`src/rtl/my_fifo_pkg.sv`:
```
// Shared defaults and helpers for the my_fifo single-clock FIFO.
package my_fifo_pkg;

  localparam int unsigned DEFAULT_BIT_DEPTH  = 8;
  localparam int unsigned DEFAULT_FIFO_DEPTH = 16;

  // Encoded as {push, pop} so the decode can be built directly from the two qualifiers.
  typedef enum logic [1:0] {
    OP_NONE = 2'b00,
    OP_POP  = 2'b01,
    OP_PUSH = 2'b10,
    OP_BOTH = 2'b11
  } fifo_op_e;

  function automatic int unsigned clog2(input int unsigned value);
    int unsigned result;
    result = 0;
    for (int unsigned i = 0; i < 32; i++) begin
      if ((64'd1 << i) < 64'(value)) result = i + 1;
    end
    return result;
  endfunction

endpackage

```
`src/rtl/my_fifo_ram.sv`:
```
// FIFO storage array: synchronous write, combinational read. Contents are never reset.
module my_fifo_ram
  import my_fifo_pkg::*;
#(
  parameter int unsigned BIT_DEPTH  = DEFAULT_BIT_DEPTH,
  parameter int unsigned FIFO_DEPTH = DEFAULT_FIFO_DEPTH,
  parameter int unsigned ADDR_W     = clog2(FIFO_DEPTH)
) (
  input  logic                 clk,
  input  logic                 we_i,
  input  logic [ADDR_W-1:0]    waddr_i,
  input  logic [BIT_DEPTH-1:0] wdata_i,
  input  logic [ADDR_W-1:0]    raddr_i,
  output logic [BIT_DEPTH-1:0] rdata_o
);

  logic [BIT_DEPTH-1:0] mem_q [FIFO_DEPTH];

  always_ff @(posedge clk) begin
    if (we_i) mem_q[waddr_i] <= wdata_i;
  end

  assign rdata_o = mem_q[raddr_i];

endmodule

```
`src/rtl/my_fifo.sv`:
```
// Single-clock synchronous FIFO with registered read data.
// Optional MY_FIFO_LEVEL_EN adds the level and almost_full outputs.
module my_fifo
  import my_fifo_pkg::*;
#(
  parameter  int unsigned BIT_DEPTH  = DEFAULT_BIT_DEPTH,
  parameter  int unsigned FIFO_DEPTH = DEFAULT_FIFO_DEPTH,
  localparam int unsigned ADDR_W     = clog2(FIFO_DEPTH)
) (
  input  logic                 clk,
  input  logic                 rst,
  input  logic                 enable_read,
  input  logic                 enable_write,
  input  logic [BIT_DEPTH-1:0] value_to_write,
  output logic [BIT_DEPTH-1:0] value_to_read,
  output logic                 full,
  output logic                 empty
`ifdef MY_FIFO_LEVEL_EN
  ,
  output logic [ADDR_W:0]      level,
  output logic                 almost_full
`endif
);

  localparam logic [ADDR_W:0] COUNT_FULL = (ADDR_W+1)'(FIFO_DEPTH);

  logic [ADDR_W-1:0]    wr_ptr_q, wr_ptr_d;
  logic [ADDR_W-1:0]    rd_ptr_q, rd_ptr_d;
  logic [ADDR_W:0]      count_q, count_d;
  logic [BIT_DEPTH-1:0] value_to_read_q, value_to_read_d;
  logic [BIT_DEPTH-1:0] ram_rdata;
  logic                 do_push, do_pop;
  fifo_op_e             op;

  assign full  = (count_q == COUNT_FULL);
  assign empty = (count_q == '0);

  // A push into a full FIFO is accepted when a pop frees the oldest slot on the same edge.
  assign do_pop  = enable_read && !empty;
  assign do_push = enable_write && (!full || do_pop);
  assign op      = fifo_op_e'({do_push, do_pop});

  my_fifo_ram #(
    .BIT_DEPTH  (BIT_DEPTH),
    .FIFO_DEPTH (FIFO_DEPTH),
    .ADDR_W     (ADDR_W)
  ) u_ram (
    .clk     (clk),
    .we_i    (do_push),
    .waddr_i (wr_ptr_q),
    .wdata_i (value_to_write),
    .raddr_i (rd_ptr_q),
    .rdata_o (ram_rdata)
  );

  always_comb begin
    wr_ptr_d        = wr_ptr_q;
    rd_ptr_d        = rd_ptr_q;
    count_d         = count_q;
    value_to_read_d = value_to_read_q;
    case (op)
      OP_PUSH: begin
        wr_ptr_d = wr_ptr_q + 1'b1;
        count_d  = count_q + 1'b1;
      end
      OP_POP: begin
        rd_ptr_d        = rd_ptr_q + 1'b1;
        count_d         = count_q - 1'b1;
        value_to_read_d = ram_rdata;
      end
      OP_BOTH: begin
        wr_ptr_d        = wr_ptr_q + 1'b1;
        rd_ptr_d        = rd_ptr_q + 1'b1;
        value_to_read_d = ram_rdata;
      end
      default: ;
    endcase
  end

  always_ff @(posedge clk or posedge rst) begin
    if (rst) begin
      wr_ptr_q        <= '0;
      rd_ptr_q        <= '0;
      count_q         <= '0;
      value_to_read_q <= '0;
    end else begin
      wr_ptr_q        <= wr_ptr_d;
      rd_ptr_q        <= rd_ptr_d;
      count_q         <= count_d;
      value_to_read_q <= value_to_read_d;
    end
  end

  assign value_to_read = value_to_read_q;

`ifdef MY_FIFO_LEVEL_EN
  assign level       = count_q;
  assign almost_full = (count_q >= COUNT_FULL - 1'b1);
`endif

endmodule

```
`config.mk`:
```
export PLATFORM = sky130hd
export DESIGN_NAME = my_fifo
export DESIGN_NICKNAME = d
export VERILOG_FILES = /design/src/rtl/my_fifo_pkg.sv /design/src/rtl/my_fifo_ram.sv /design/src/rtl/my_fifo.sv
export SDC_FILE = /design/constraint.sdc
export NUM_CORES = 1
export LEC_CHECK = 0
export CAP_MARGIN = 20
export CORE_ASPECT_RATIO = 0.9
export CORE_MARGIN = 4
export CORE_UTILIZATION = 57
export CTS_BUF_LIST = sky130_fd_sc_hd__clkbuf_4
export DETAILED_ROUTE_END_ITERATION = 12
export PLACE_DENSITY = 0.78
export REMOVE_ABC_BUFFERS = 1
export SKIP_CTS_REPAIR_TIMING = 1
export SYNTH_ARGS = -nofsm -noshare
export SYNTH_HDL_FRONTEND = slang
export SYNTH_SLANG_ARGS = --single-unit
```
`constraint.sdc`:
```
create_clock -name clk -period 2.7 [get_ports clk]
set_input_delay 0.405 -clock clk [delete_from_list [all_inputs] [get_ports clk]]
set_output_delay 0.405 -clock clk [all_outputs]
set_load 0.02 [all_outputs]
```
After elaboration in Yosys (flattened, before gate mapping)

Memory sizes are Yosys's and may differ from the RTL's. A register that Yosys moved wholly into a read port is not among the register bits.
Cells that the tools add are included.

RAM bits: 128
Input port bits: 12
Register bits: 13
Word-level logic and storage cells: 24
Memories: 1

Add/subtract/negate cells: 4
Equality and inequality tests: 4
Reduce and logical (&&, ||, !) cells: 9
Muxes and demuxes: 3

Memories:

| name        | depth | width | rd ports | clocked after Yosys merged registers in | write ports | line              | text |
|---|---|---|---|---|---|---|---|
| u_ram.mem_q | 16    | 8     | 1        | 1                                       | 1           | my_fifo_ram.sv:17 | `logic [BIT_DEPTH-1:0] mem_q [FIFO_DEPTH];` |

Operators by type and width:

| cell                                                                | number |
|---|---|
| 5-bit one-hot mux with 2 select lines                               | 1 |
| 4-bit by 1-bit adder with 4-bit output (second input constant)      | 2 |
| 5-bit by 1-bit adder with 5-bit output (second input constant)      | 1 |
| 5-bit == test (second input constant)                               | 1 |
| 5-bit logical NOT                                                   | 1 |
| 5-bit by 1-bit subtractor with 5-bit output (second input constant) | 1 |
| 2-bit == test (second input constant)                               | 2 |
| 2-bit OR reduction                                                  | 2 |
| 2-bit by 1-bit == test with 1-bit output (second input constant)    | 1 |
| 1-bit logical AND                                                   | 2 |
| 1-bit logical NOT                                                   | 2 |
| 1-bit 2-to-1 mux                                                    | 2 |
| 2-bit nonzero test                                                  | 1 |
| 1-bit logical OR                                                    | 1 |

Longest topological paths before layout

Word-level depth: 7
Gate-level depth with buffers: 10
Mapped depth without buffers: 10

Cells and area by module

Synthesis repeated with hierarchy kept, for this count alone.

Cells, all modules: 308
Area, all modules: 6,060.8 um2

By module, submodules not included:

| module      | instances | cells an instance | area an instance (um2) |
|---|---|---|---|
| my_fifo_ram | 1         | 221               | 4,987.3 |
| my_fifo     | 1         | 87                | 1,073.5 |

Worst setup path after synthesis

Ideal clock, no wire load.

Path kind: register to register
Start point: reg count_q[0]
End point: reg count_q[4]
Slack: 0.140 ns
Cell stages (with the launch flop): 10
Arrival: 2.473 ns
Path buffers: 0
Path through: dfrtp_1 > or4_4 > o21ai_2 > nor2_2 > ha_1 > nor2b_1 > o21a_1 > or2_2 > o32a_1 > o211ai_1

Longest elaborated chain between the ends: 7

RTL lines:

| element                                                                     | line          | text |
|---|---|---|
| start, declared                                                             | my_fifo.sv:29 | `logic [ADDR_W:0] count_q, count_d;` |
| start signal, assigned                                                      | my_fifo.sv:89 | `count_q <= count_d;` |
| 5-bit logical NOT                                                           | my_fifo.sv:36 | `assign empty = (count_q == '0);` |
| 1-bit logical NOT                                                           | my_fifo.sv:39 | `assign do_pop = enable_read && !empty;` |
| 1-bit logical AND                                                           | my_fifo.sv:39 |  |
| 1-bit logical OR                                                            | my_fifo.sv:40 | `assign do_push = enable_write && (!full \|\| do_pop);` |
| 1-bit logical AND                                                           | my_fifo.sv:40 |  |
| 2-bit by 1-bit == test with 1-bit output or 2-bit == test (tied branches)   | my_fifo.sv:61 | `case (op)` |
| 5-bit one-hot mux with 2 select lines or 2-bit nonzero test (tied branches) | --            |  |

Several ways; a longest one is shown, not always the timed one.
A chain may end at the register's enable or synchronous reset.

Worst setup path after layout

Start point: reg count_q[1]
End point: reg count_q[4]

Same word-level chain as after synthesis.

==> impl_metrics.json <==
{
  "grt_pass1_wl_mm": 17.8,
  "n_antenna_cell": 0,
  "synth_cell_types": 36,
  "cts_made_buffers": 17,
  "cp_data_required_time_ps": 3160,
  "die_area_um2": 12200,
  "hold_viol": 0,
  "syn_inst": 310,
  "crit_buf_inv": 0,
  "ys_seq_elements": 149,
  "gp_congestion": 0.802,
  "antenna_found_initial": 0,
  "synthToLayoutAreaGrowth_pct": 13.5,
  "die_y_um": 105,
  "worst_pin_slew_ps": 863,
  "yosysTopAreaCell": "edfxtp_1",
  "die_x_um": 116,
  "dp_hpwl_mm": 6.89,
  "path_cells": "or4_4 -> o21ai_4 -> nor2_4 -> ha_4 -> nor2b_1 -> o21a_1 -> or2_2 -> o32a_1 -> o211ai_1",
  "cp.arrival_ps": 3090,
  "relSlewSlack_pct": 42.4,
  "cts_tree": "built",
  "start_util_pct": 58.6,
  "endpoint_kind": "register",
  "drv_slew": 0,
  "vias": 2973,
  "cts.reportedPaths.clkPinSlew_ps": 150,
  "ant_nets": 0,
  "status": "completed",
  "powerDensity_nw_per_um2": 975,
  "drc": 0,
  "cts.sinks": 149,
  "firstDrtPassIters": 4,
  "cts_htree_levels": 4,
  "clock_latency_ps": 530,
  "rsz0062_at_grt": "true",
  "drt_iter0_drc": 287,
  "startpoint_type": "register",
  "max_freq_mhz": 380,
  "clock_skew_ps": 27.4,
  "cp_slowest_stage_delay_ps": 580,
  "whs_ps": 330,
  "synth_warnings": 0,
  "finalSetupViolCount": 0,
  "wl_mm": 11.2,
  "grt_pass1_vias": 3089,
  "floorplan.rows": 35,
  "cellLeakagePower_nw": 2.38,
  "routedWlPerCell_um": 22.3,
  "io_pins": 22,
  "post-route-util_pct": 66.5,
  "io_buffers": 21,
  "synth.area.top_cells": "edfxtp_1, mux4_2, dfrtp_1",
  "seq_area_frac_synth_pct": 72.8,
  "peakVddDrop_mv": 0.591,
  "finalCritPeriodShare_pct": 97.4,
  "grt.overflow.total": 0,
  "drive_gt1_share_pct": 27.9,
  "viasPerCell": 5.92,
  "final_cell_mix": "edfxtp_1, mux4_2, buf_4",
  "cp_slowest_cell": "or4_4",
  "min_path_type": "in2async",
  "netlist.area_leader.share_pct": 64.0,
  "crit_family": "simple AND/OR/NAND/NOR gates",
  "grt_usage_pct": 20.2,
  "path_class": "reg2reg",
  "grt_max_degree": 34,
  "root_buffer": "clkbuf_4",
  "nets": 381,
  "synth_area_per_cell_um2": 19.4,
  "maxCapViolations": 0,
  "crit_fanout": 5,
  "syn_area_um2": 6000,
  "coreArea_um2": 10200,
  "fin_crit_ps": 2630,
  "clock_path_buffers": 2,
  "mostFrequentLayoutCell": "edfxtp_1"
}
==> synthesized netlist by cell type <==
cell and instances:
a21o_1 1, fa_1 1, buf_6 1, nand3_1 1, nand2_1 19, buf_2 7
nor4_1 1, a21oi_1 1, inv_1 7, buf_1 3, o21ai_0 2, o211ai_1 1
xnor2_1 9, nor2_1 12, nand2b_1 3, mux2i_1 17, mux2_4 2, nor2b_1 2
or4_4 1, clkbuf_1 4, or2_2 2, edfxtp_1 128, nor2_2 2, o21bai_2 1
mux4_2 32, o32a_1 1, o221ai_1 9, ha_1 8, o21ai_2 1, dfrtp_1 21
nand2_4 1, nand4_2 1, nand4_1 1, o21a_1 2, a21oi_4 1, nor3_1 4
==> area by class of cell <==
class / count / area (um2)
Fill cell: 670 / 3430
Clock inverter: 14 / 143
Tap cell: 129 / 161
Multi-Input combinational cell: 139 / 1560
Sequential cell: 149 / 4370
Timing Repair Buffer: 46 / 415
Clock buffer: 18 / 135
Inverter: 7 / 26.3
==> final timing paths <==
path	endpoint	cells past startpoint	start	slack (ps)
worst max-delay path	count_q[4]	9	count_q[1]	70
worst min-delay path	value_to_read[2]	2	rst	330
worst max register to register	count_q[4]	9	count_q[1]	70
worst min register to register	value_to_read[2]	2	value_to_read[2]	520
max in group asynchronous	rd_ptr_q[0]	2	rst	1790
min in group clk	value_to_read[2]	2	value_to_read[2]	520
==> sequential cells by signal (all words and copies together), names as in the netlist <==
| register | flops |
|---|---|
| u_ram.mem_q | 128 |
| value_to_read | 8 |
| count_q | 5 |
| rd_ptr_q | 4 |
| wr_ptr_q | 4 |
==> routing by layer <==
metal / global-route usage, % / share of wire, % / vias up
met4: 5.22 / 0.80 / 0
met2: 31.2 / 50 / 88
met3: 5.45 / 4.9 / 9
met5: 0 / 0 / -
li1: - / - / 1334
met1: 29.1 / 44 / 1542
==> through the flow <==
step | area, um2 | std cells | worst slack, ps | setup TNS (ps) | power, mW
after detailed placement | 6500 | 469 | -39.0 | -39.0 | 5.34
after CTS | 6770 | 501 | -66.1 | -177 | 6.68
after floorplan | 5930 | 295 | -104 | -104 | 4.58
after global routing | 6810 | 502 | -29.4 | -29.4 | 7.03
final | 6810 | 502 | 69.6 | 0 | 6.65
after global placement | 6500 | 469 | 58.9 | 0 | 5.26
==> logic make-up after synthesis <==
family	synth area share, %
simple gates	4.08
flops	72.8
xor+xnor	1.31
compound gates	2.83
fa+ha+maj	2.00
mux	15.3
buf+inv	1.65
==> where the power goes <==
group | internal, mW | switching [mW]
clock | 0.492 | 0.847
sequential | 2.86 | 0.252
combinational | 1.10 | 1.10
total | 4.45 | 2.19
No activity file was read; power rests on OpenSTA's default activity.
